<file path="config.mk">
export PLATFORM = sky130hd
export DESIGN_NAME = jag_dram_pager
export DESIGN_NICKNAME = d
export VERILOG_FILES = /design/src/rtl/jag_dram_pager.sv
export SDC_FILE = /design/constraint.sdc
export NUM_CORES = 1
export LEC_CHECK = 0
export ABC_AREA = 1
export CELL_PAD_IN_SITES_DETAIL_PLACEMENT = 1
export CELL_PAD_IN_SITES_GLOBAL_PLACEMENT = 1
export CORE_ASPECT_RATIO = 0.5
export CORE_MARGIN = 10
export CORE_UTILIZATION = 45
export DETAILED_ROUTE_END_ITERATION = 6
export DONT_BUFFER_PORTS = 1
export GPL_ROUTABILITY_DRIVEN = 0
export PLACE_DENSITY_LB_ADDON = 0.1
export SYNTH_ARGS = -nofsm -noshare
export SYNTH_HDL_FRONTEND = slang
export SYNTH_SLANG_ARGS = --single-unit
</file>
<file path="constraint.sdc">
create_clock -name clk -period 3.06 [get_ports clk]
set_clock_uncertainty 0.1 [all_clocks]
set_input_delay 0.612 -clock clk [delete_from_list [all_inputs] [get_ports clk]]
set_output_delay 0.612 -clock clk [all_outputs]
set_load 0.02 [all_outputs]
</file>
<file path="src/rtl/jag_dram_pager.sv">
// jag_dram_pager: front-end sequencer for SDRAM controller channel 1.
// Converts Jaguar-side 32-bit read/write requests into single-cycle
// controller primitives (act/pch/reqr/reqw/ref). It keeps one row open
// (page mode) and owns the periodic refresh for the channel.
//
// Ports:
//   clk, init        clock and synchronous active-high reset
//   cpu_req/rnw      request valid (level, held until ack) and direction
//   cpu_addr         address bits [23:3]: row = [23:11], column = [10:3]
//   cpu_din/cpu_be   write data and byte enables
//   cpu_dout         read data, valid with cpu_ack
//   cpu_ack          one-cycle completion pulse
//   cpu_busy         request or refresh in progress
//   sd_addr/caddr    column (reads) / row on act, {5'b0,column} on write
//   sd_din/be/rnw    write data, byte enables and direction to the controller
//   sd_reqr/reqw     read / write command pulses
//   sd_act/pch/ref   activate / precharge / refresh command pulses
//   sd_dout          read data from the controller
module jag_dram_pager #(
  parameter int unsigned REF_INTERVAL = 780,
  parameter int unsigned ACT_WAIT     = 3,
  parameter int unsigned PCH_WAIT     = 3,
  parameter int unsigned REF_WAIT     = 9,
  parameter int unsigned RD_WAIT      = 8,
  parameter int unsigned WR_WAIT      = 4
) (
  input  logic        clk,
  input  logic        init,
  input  logic        cpu_req,
  input  logic        cpu_rnw,
  input  logic [20:0] cpu_addr,
  input  logic [31:0] cpu_din,
  input  logic [3:0]  cpu_be,
  output logic [31:0] cpu_dout,
  output logic        cpu_ack,
  output logic        cpu_busy,
  output logic [7:0]  sd_addr,
  output logic [12:0] sd_caddr,
  output logic [31:0] sd_din,
  output logic [3:0]  sd_be,
  output logic        sd_rnw,
  output logic        sd_reqr,
  output logic        sd_reqw,
  output logic        sd_act,
  output logic        sd_pch,
  output logic        sd_ref,
  input  logic [31:0] sd_dout
);

  localparam int unsigned RC_W = $clog2(REF_INTERVAL);
  localparam logic [RC_W-1:0] RC_LAST = RC_W'(REF_INTERVAL - 1);

  typedef enum logic [2:0] {
    S_IDLE, S_PCH, S_ACT, S_RD, S_WR, S_REF
  } state_t;

  state_t          state, state_nx;
  logic            tgt_ref, tgt_ref_nx;   // precharge is ahead of a refresh, not an access
  logic [RC_W-1:0] ref_cnt;
  logic            ref_pend;
  logic [7:0]      wait_cnt;
  logic            row_open;
  logic [12:0]     open_row;

  logic [20:0]     lat_addr;
  logic [31:0]     lat_din;
  logic [3:0]      lat_be;
  logic            lat_rnw;

  // A request still high during its own ack cycle is not a new request.
  logic            accept;
  logic            accept_go;
  logic [20:0]     cur_addr;
  logic [31:0]     cur_din;
  logic [3:0]      cur_be;
  logic [12:0]     cur_row;
  logic [7:0]      cur_col;
  logic            wait_done;
  logic            ref_expire;

  logic            issue, p_act, p_pch, p_rd, p_wr, p_ref, ack_nx, rd_done;
  logic [7:0]      wait_ld;

  assign accept     = cpu_req && !cpu_ack;
  assign accept_go  = (state == S_IDLE) && !ref_pend && accept;
  // Commands pulsed straight out of IDLE use the live inputs; later ones use the latch.
  assign cur_addr   = (state == S_IDLE) ? cpu_addr : lat_addr;
  assign cur_din    = (state == S_IDLE) ? cpu_din  : lat_din;
  assign cur_be     = (state == S_IDLE) ? cpu_be   : lat_be;
  assign cur_row    = cur_addr[20:8];
  assign cur_col    = cur_addr[7:0];
  assign wait_done  = (wait_cnt == '0);
  assign ref_expire = (ref_cnt == RC_LAST);
  assign cpu_busy   = (state != S_IDLE) || ref_pend || accept;

  // State register and datapath registers
  always_ff @(posedge clk) begin
    if (init) begin
      state    <= S_IDLE;
      tgt_ref  <= 1'b0;
      ref_cnt  <= '0;
      ref_pend <= 1'b0;
      wait_cnt <= '0;
      row_open <= 1'b0;
      open_row <= '0;
      lat_addr <= '0;
      lat_din  <= '0;
      lat_be   <= '0;
      lat_rnw  <= 1'b0;
      cpu_dout <= '0;
      cpu_ack  <= 1'b0;
      sd_addr  <= '0;
      sd_caddr <= '0;
      sd_din   <= '0;
      sd_be    <= '0;
      sd_rnw   <= 1'b0;
      sd_reqr  <= 1'b0;
      sd_reqw  <= 1'b0;
      sd_act   <= 1'b0;
      sd_pch   <= 1'b0;
      sd_ref   <= 1'b0;
    end else begin
      state   <= state_nx;
      tgt_ref <= tgt_ref_nx;

      ref_cnt <= ref_expire ? '0 : ref_cnt + 1'b1;
      if (ref_expire)
        ref_pend <= 1'b1;
      else if (p_ref)
        ref_pend <= 1'b0;

      if (issue)
        wait_cnt <= wait_ld;
      else if (!wait_done)
        wait_cnt <= wait_cnt - 1'b1;

      if (accept_go) begin
        lat_addr <= cpu_addr;
        lat_din  <= cpu_din;
        lat_be   <= cpu_be;
        lat_rnw  <= cpu_rnw;
      end

      if (p_pch || p_ref)
        row_open <= 1'b0;
      else if (p_act) begin
        row_open <= 1'b1;
        open_row <= cur_row;
      end

      sd_act  <= p_act;
      sd_pch  <= p_pch;
      sd_reqr <= p_rd;
      sd_reqw <= p_wr;
      sd_ref  <= p_ref;
      cpu_ack <= ack_nx;

      if (rd_done)
        cpu_dout <= sd_dout;
      if (p_act)
        sd_caddr <= cur_row;
      if (p_rd) begin
        sd_addr <= cur_col;
        sd_rnw  <= 1'b1;
      end
      if (p_wr) begin
        sd_caddr <= {5'b0, cur_col};
        sd_din   <= cur_din;
        sd_be    <= cur_be;
        sd_rnw   <= 1'b0;
      end
    end
  end

  // Next-state logic
  always_comb begin
    state_nx   = state;
    tgt_ref_nx = tgt_ref;
    case (state)
      S_IDLE: begin
        if (ref_pend) begin
          tgt_ref_nx = 1'b1;
          state_nx   = row_open ? S_PCH : S_REF;
        end else if (accept) begin
          tgt_ref_nx = 1'b0;
          if (row_open && (cur_row == open_row))
            state_nx = cpu_rnw ? S_RD : S_WR;
          else if (row_open)
            state_nx = S_PCH;
          else
            state_nx = S_ACT;
        end
      end
      S_PCH:   if (wait_done) state_nx = tgt_ref ? S_REF : S_ACT;
      S_ACT:   if (wait_done) state_nx = lat_rnw ? S_RD : S_WR;
      S_RD,
      S_WR,
      S_REF:   if (wait_done) state_nx = S_IDLE;
      default: state_nx = S_IDLE;
    endcase
  end

  // Output decode: a command is pulsed on every move into a command state.
  always_comb begin
    issue   = (state_nx != state) && (state_nx != S_IDLE);
    p_act   = issue && (state_nx == S_ACT);
    p_pch   = issue && (state_nx == S_PCH);
    p_rd    = issue && (state_nx == S_RD);
    p_wr    = issue && (state_nx == S_WR);
    p_ref   = issue && (state_nx == S_REF);
    rd_done = (state == S_RD) && (state_nx == S_IDLE);
    ack_nx  = ((state == S_RD) || (state == S_WR)) && (state_nx == S_IDLE);
    case (state_nx)
      S_PCH:   wait_ld = 8'(PCH_WAIT - 1);
      S_ACT:   wait_ld = 8'(ACT_WAIT - 1);
      S_RD:    wait_ld = 8'(RD_WAIT - 1);
      S_WR:    wait_ld = 8'(WR_WAIT - 1);
      S_REF:   wait_ld = 8'(REF_WAIT - 1);
      default: wait_ld = '0;
    endcase
  end

endmodule

</file>
==> impl_metrics.csv <==
group,metric,value,unit
status,status,"completed",
clock_tree,cts_buffers,17,
power,ir_drop,476.5,µV
final_layout,seqCellArea,3832,µm²
synthesis,post_synth_fa_ha_maj_area_fraction,0.003126,
synthesis,synth.most_common_cell,"nand2_1",
run,maxCapViolCount,0,
synthesis,synthMuxAreaShare,0.04502,
clock_tree,cts_buffer_depth,2,
sta,period_share,0.9745,
sta,hold_viol_final,0,
final_layout,fin_util,0.5215,
sta,fin_crit,2982,ps
synthesis,async_reset_ff_frac,0,
sta,setup_tns,0,ps
setup_path,cp.required,3310,ps
global_routing,grt_overflow_total,0,
drt,wirelength,25.89,mm
setup_path,crit_slowest_cell,"dfxtp_4",
synthesis,synth_top_family_by_area,"simple AND/OR/NAND/NOR gates",
drt,dr.pass1.iters,5,
synthesis,synth_common_cells,"nand2_1 (194), nor2_1 (192), dfxtp_1 (191)",
clock_tree,cts_max_level,4,
final_layout,fillCellCount,2134,
setup_path,slowest_delay,370,ps
clock_tree,clk_pin_slew,80,ps
synthesis,synth_xor_area_frac,0.006566,
sta,rsz0062_at_grt,"true",
power,pwr_density_cell,1189,nW/µm²
synthesis,synth_ff_type,"dfxtp_1",
synthesis,syn-cell-area,8004,µm²
sta,worst_slew_pin_slew,670.6,ps
synthesis,synth_compound_area_frac,0.1346,
sta,report.final.slew_viol_count,0,
clock_tree,clock_latency,430,ps
floorplanning,initial_core_util,0.4600,
floorplanning,dieArea,23850,µm²
drt,drc,0,
synthesis,synth_area_leaders,"dfxtp_1 (48%), nand2_1 (9.1%), nor2_1 (9.0%), o21ai_0 (7.2%), mux2i_1 (4.5%)",
setup_path,path_buf_inv,4,
global_routing,grt_max_degree,60,
floorplanning,rows,34,
synthesis,synth_simple_gate_area_share,0.2615,
placement,dp_hpwl,17.94,mm
floorplanning,die_x,208.6,µm
synthesis,synth_top_cell_by_area,"dfxtp_1",
sta,maxSlewHeadroom,0.5529,
drt,drt_iter0_markers,354,
synthesis,synth_edf_count,0,
placement,placed_cells,1278,
power,power.leakage,3.796,nW
sta,setup_ws,78.11,ps
clock_tree,ctsHoldBuffers,0,
final_layout,nets,1168,
sta,fmax,0.3354,GHz
setup_path,cp_cell_sequence,"nor2_4 -> buf_4 -> buf_8 -> nand3_1 -> nand3_1 -> nand2_1 -> nor2_1 -> nand2_1 -> nor2_2 -> nand3_2 -> nand3_1 -> nand2_1 -> clkinv_2 -> nand3_2 -> nor2_4 -> nand2_2 -> buf_12 -> o21ai_0",
synthesis,syn_avg_cell_area,7.446,µm²
setup_path,cp_top_family,"simple AND/OR/NAND/NOR gates",
floorplanning,die_h,114.3,µm
setup_path,end_kind,"register",
synthesis,synth.distinct_cells,36,
clock_tree,cts_sinks,191,
global_routing,grt_pass1_vias,7290,
final_layout,area_delta_synth_final,13.37,%
drt,num_vias,7161,
drt,vias_per_cell,5.429,
drt,routedWlPerCell,19.63,µm
clock_tree,cts-root-buf,"clkbuf_16",
synthesis,ys_seq_area_frac,0.4777,
clock_tree,cts_tree,"built",
final_layout,multiInputGateArea,3674,µm²
global_routing,grt_usage,0.2092,
synthesis,synth_fp_nets,1170,
synthesis,synth_warnings,0,
global_routing,antenna_found_initial,0,
final_layout,final_layout_size_suffix_gt1_frac,0.09585,
synthesis,synth_seq_cells,191,
placement,pre_cts_slack,-11.61,ps
synthesis,synth_top_area_share,0.4777,
placement,placement.io_buffers,0,
final_layout,n_antenna_cell,0,
setup_path,critPathLaunchType,"register",
global_routing,grt_pass1_wl,40.41,mm
setup_path,path_class,"reg2reg",
floorplanning,ios,190,
synthesis,syn_inst,1075,
floorplanning,core,17400,µm²
worst_hold_path,hold_path_class,"in2reg",
sta,setup_viol,0,
setup_path,crit_arrival,3230,ps
final_layout,final_cells,1319,
setup_path,path_max_fanout,36,
drt,ant_nets,0,
[cell usage in the layout, fill, tap and decap left out, drive strengths merged, types with 18 or more instances in the layout]
cell / synthesis / final
clkbuf: 33 / 18
mux2i: 36 / 36
nand3: 61 / 61
nor2: 200 / 200
nand2: 199 / 200
o21ai: 147 / 147
buf: 26 / 36
nand4: 19 / 19
dfxtp: 191 / 191
a21oi: 59 / 59
inv: 75 / 80
[final cells by class]
cell class | instances | share of cell area
clock buffers | 17 | 0.04688
flip-flops and latches | 191 | 0.4224
well taps | 234 | 0.03227
multi-input cells | 749 | 0.4049
repair buffers | 37 | 0.04344
clock inverters | 14 | 0.01751
inverters | 77 | 0.03268
[logic make-up after synthesis]
family / after synthesis
fa+ha+maj: 2
buf+inv: 136
xor+xnor: 6
simple gates: 493
compound gates: 211
flops: 191
mux: 36
[state kept, by name, summed over array words and instances, names as in the netlist, 3 cells and up]
name	cells
cpu_dout	32
wait_cnt	8
lat_din	32
state	3
sd_din	32
sd_addr	8
sd_caddr	13
sd_be	4
lat_be	4
open_row	13
ref_cnt	10
lat_addr	21
[final timing paths]
| path | slack (ps) | cells after the start | startpoint | to |
|---|---|---|---|---|
| worst min-delay path | 150 | 1 | init | sd_reqr |
| worst min register to register | 350 | 1 | ref_cnt[0] | ref_cnt[0] |
| worst max-delay path | 80 | 18 | state[2] | sd_din[2] |
| worst max register to register | 80 | 18 | state[2] | sd_din[2] |
[routing by layer]
metal	track usage	wire length, µm	vias up	share of wire
li1	-	-	3499	-
met1	0.2478	11270	3479	0.44
met2	0.3590	12530	164	0.48
met3	0.07516	1862	19	0.072
met4	0.04621	229	0	0.0088
met5	0	0	-	0
[stage by stage]
stage / hold slack (ps) / total power [mW] / instance area (µm²)
final: 146.3 / 10.79 / 9074
after CTS: 130.6 / 10.65 / 8919
after detailed placement: 342.2 / 8.347 / 8325
after floorplan: 317.9 / 6.927 / 8004
after global routing: 131.4 / 11.55 / 9074
after global placement: 328.3 / 8.186 / 8325
[where the power goes]
group	leakage, nW	internal [mW]	total (mW)	switching (mW)
registers	1.56	3.19	4.08	0.886
clock network	0.282	1.16	2.22	1.07
logic	1.95	1.62	4.49	2.87
[timing repair]
action | in CTS | in global routing
gates resized for setup | 1 | 20
setup endpoints to repair | 7 | 114
setup buffers | 0 | 8
endpoints found under the hold margin | 0 | 0
pin swaps | 0 | 4
cloned | 0 | 2
Power figures use the tool's default switching activity.
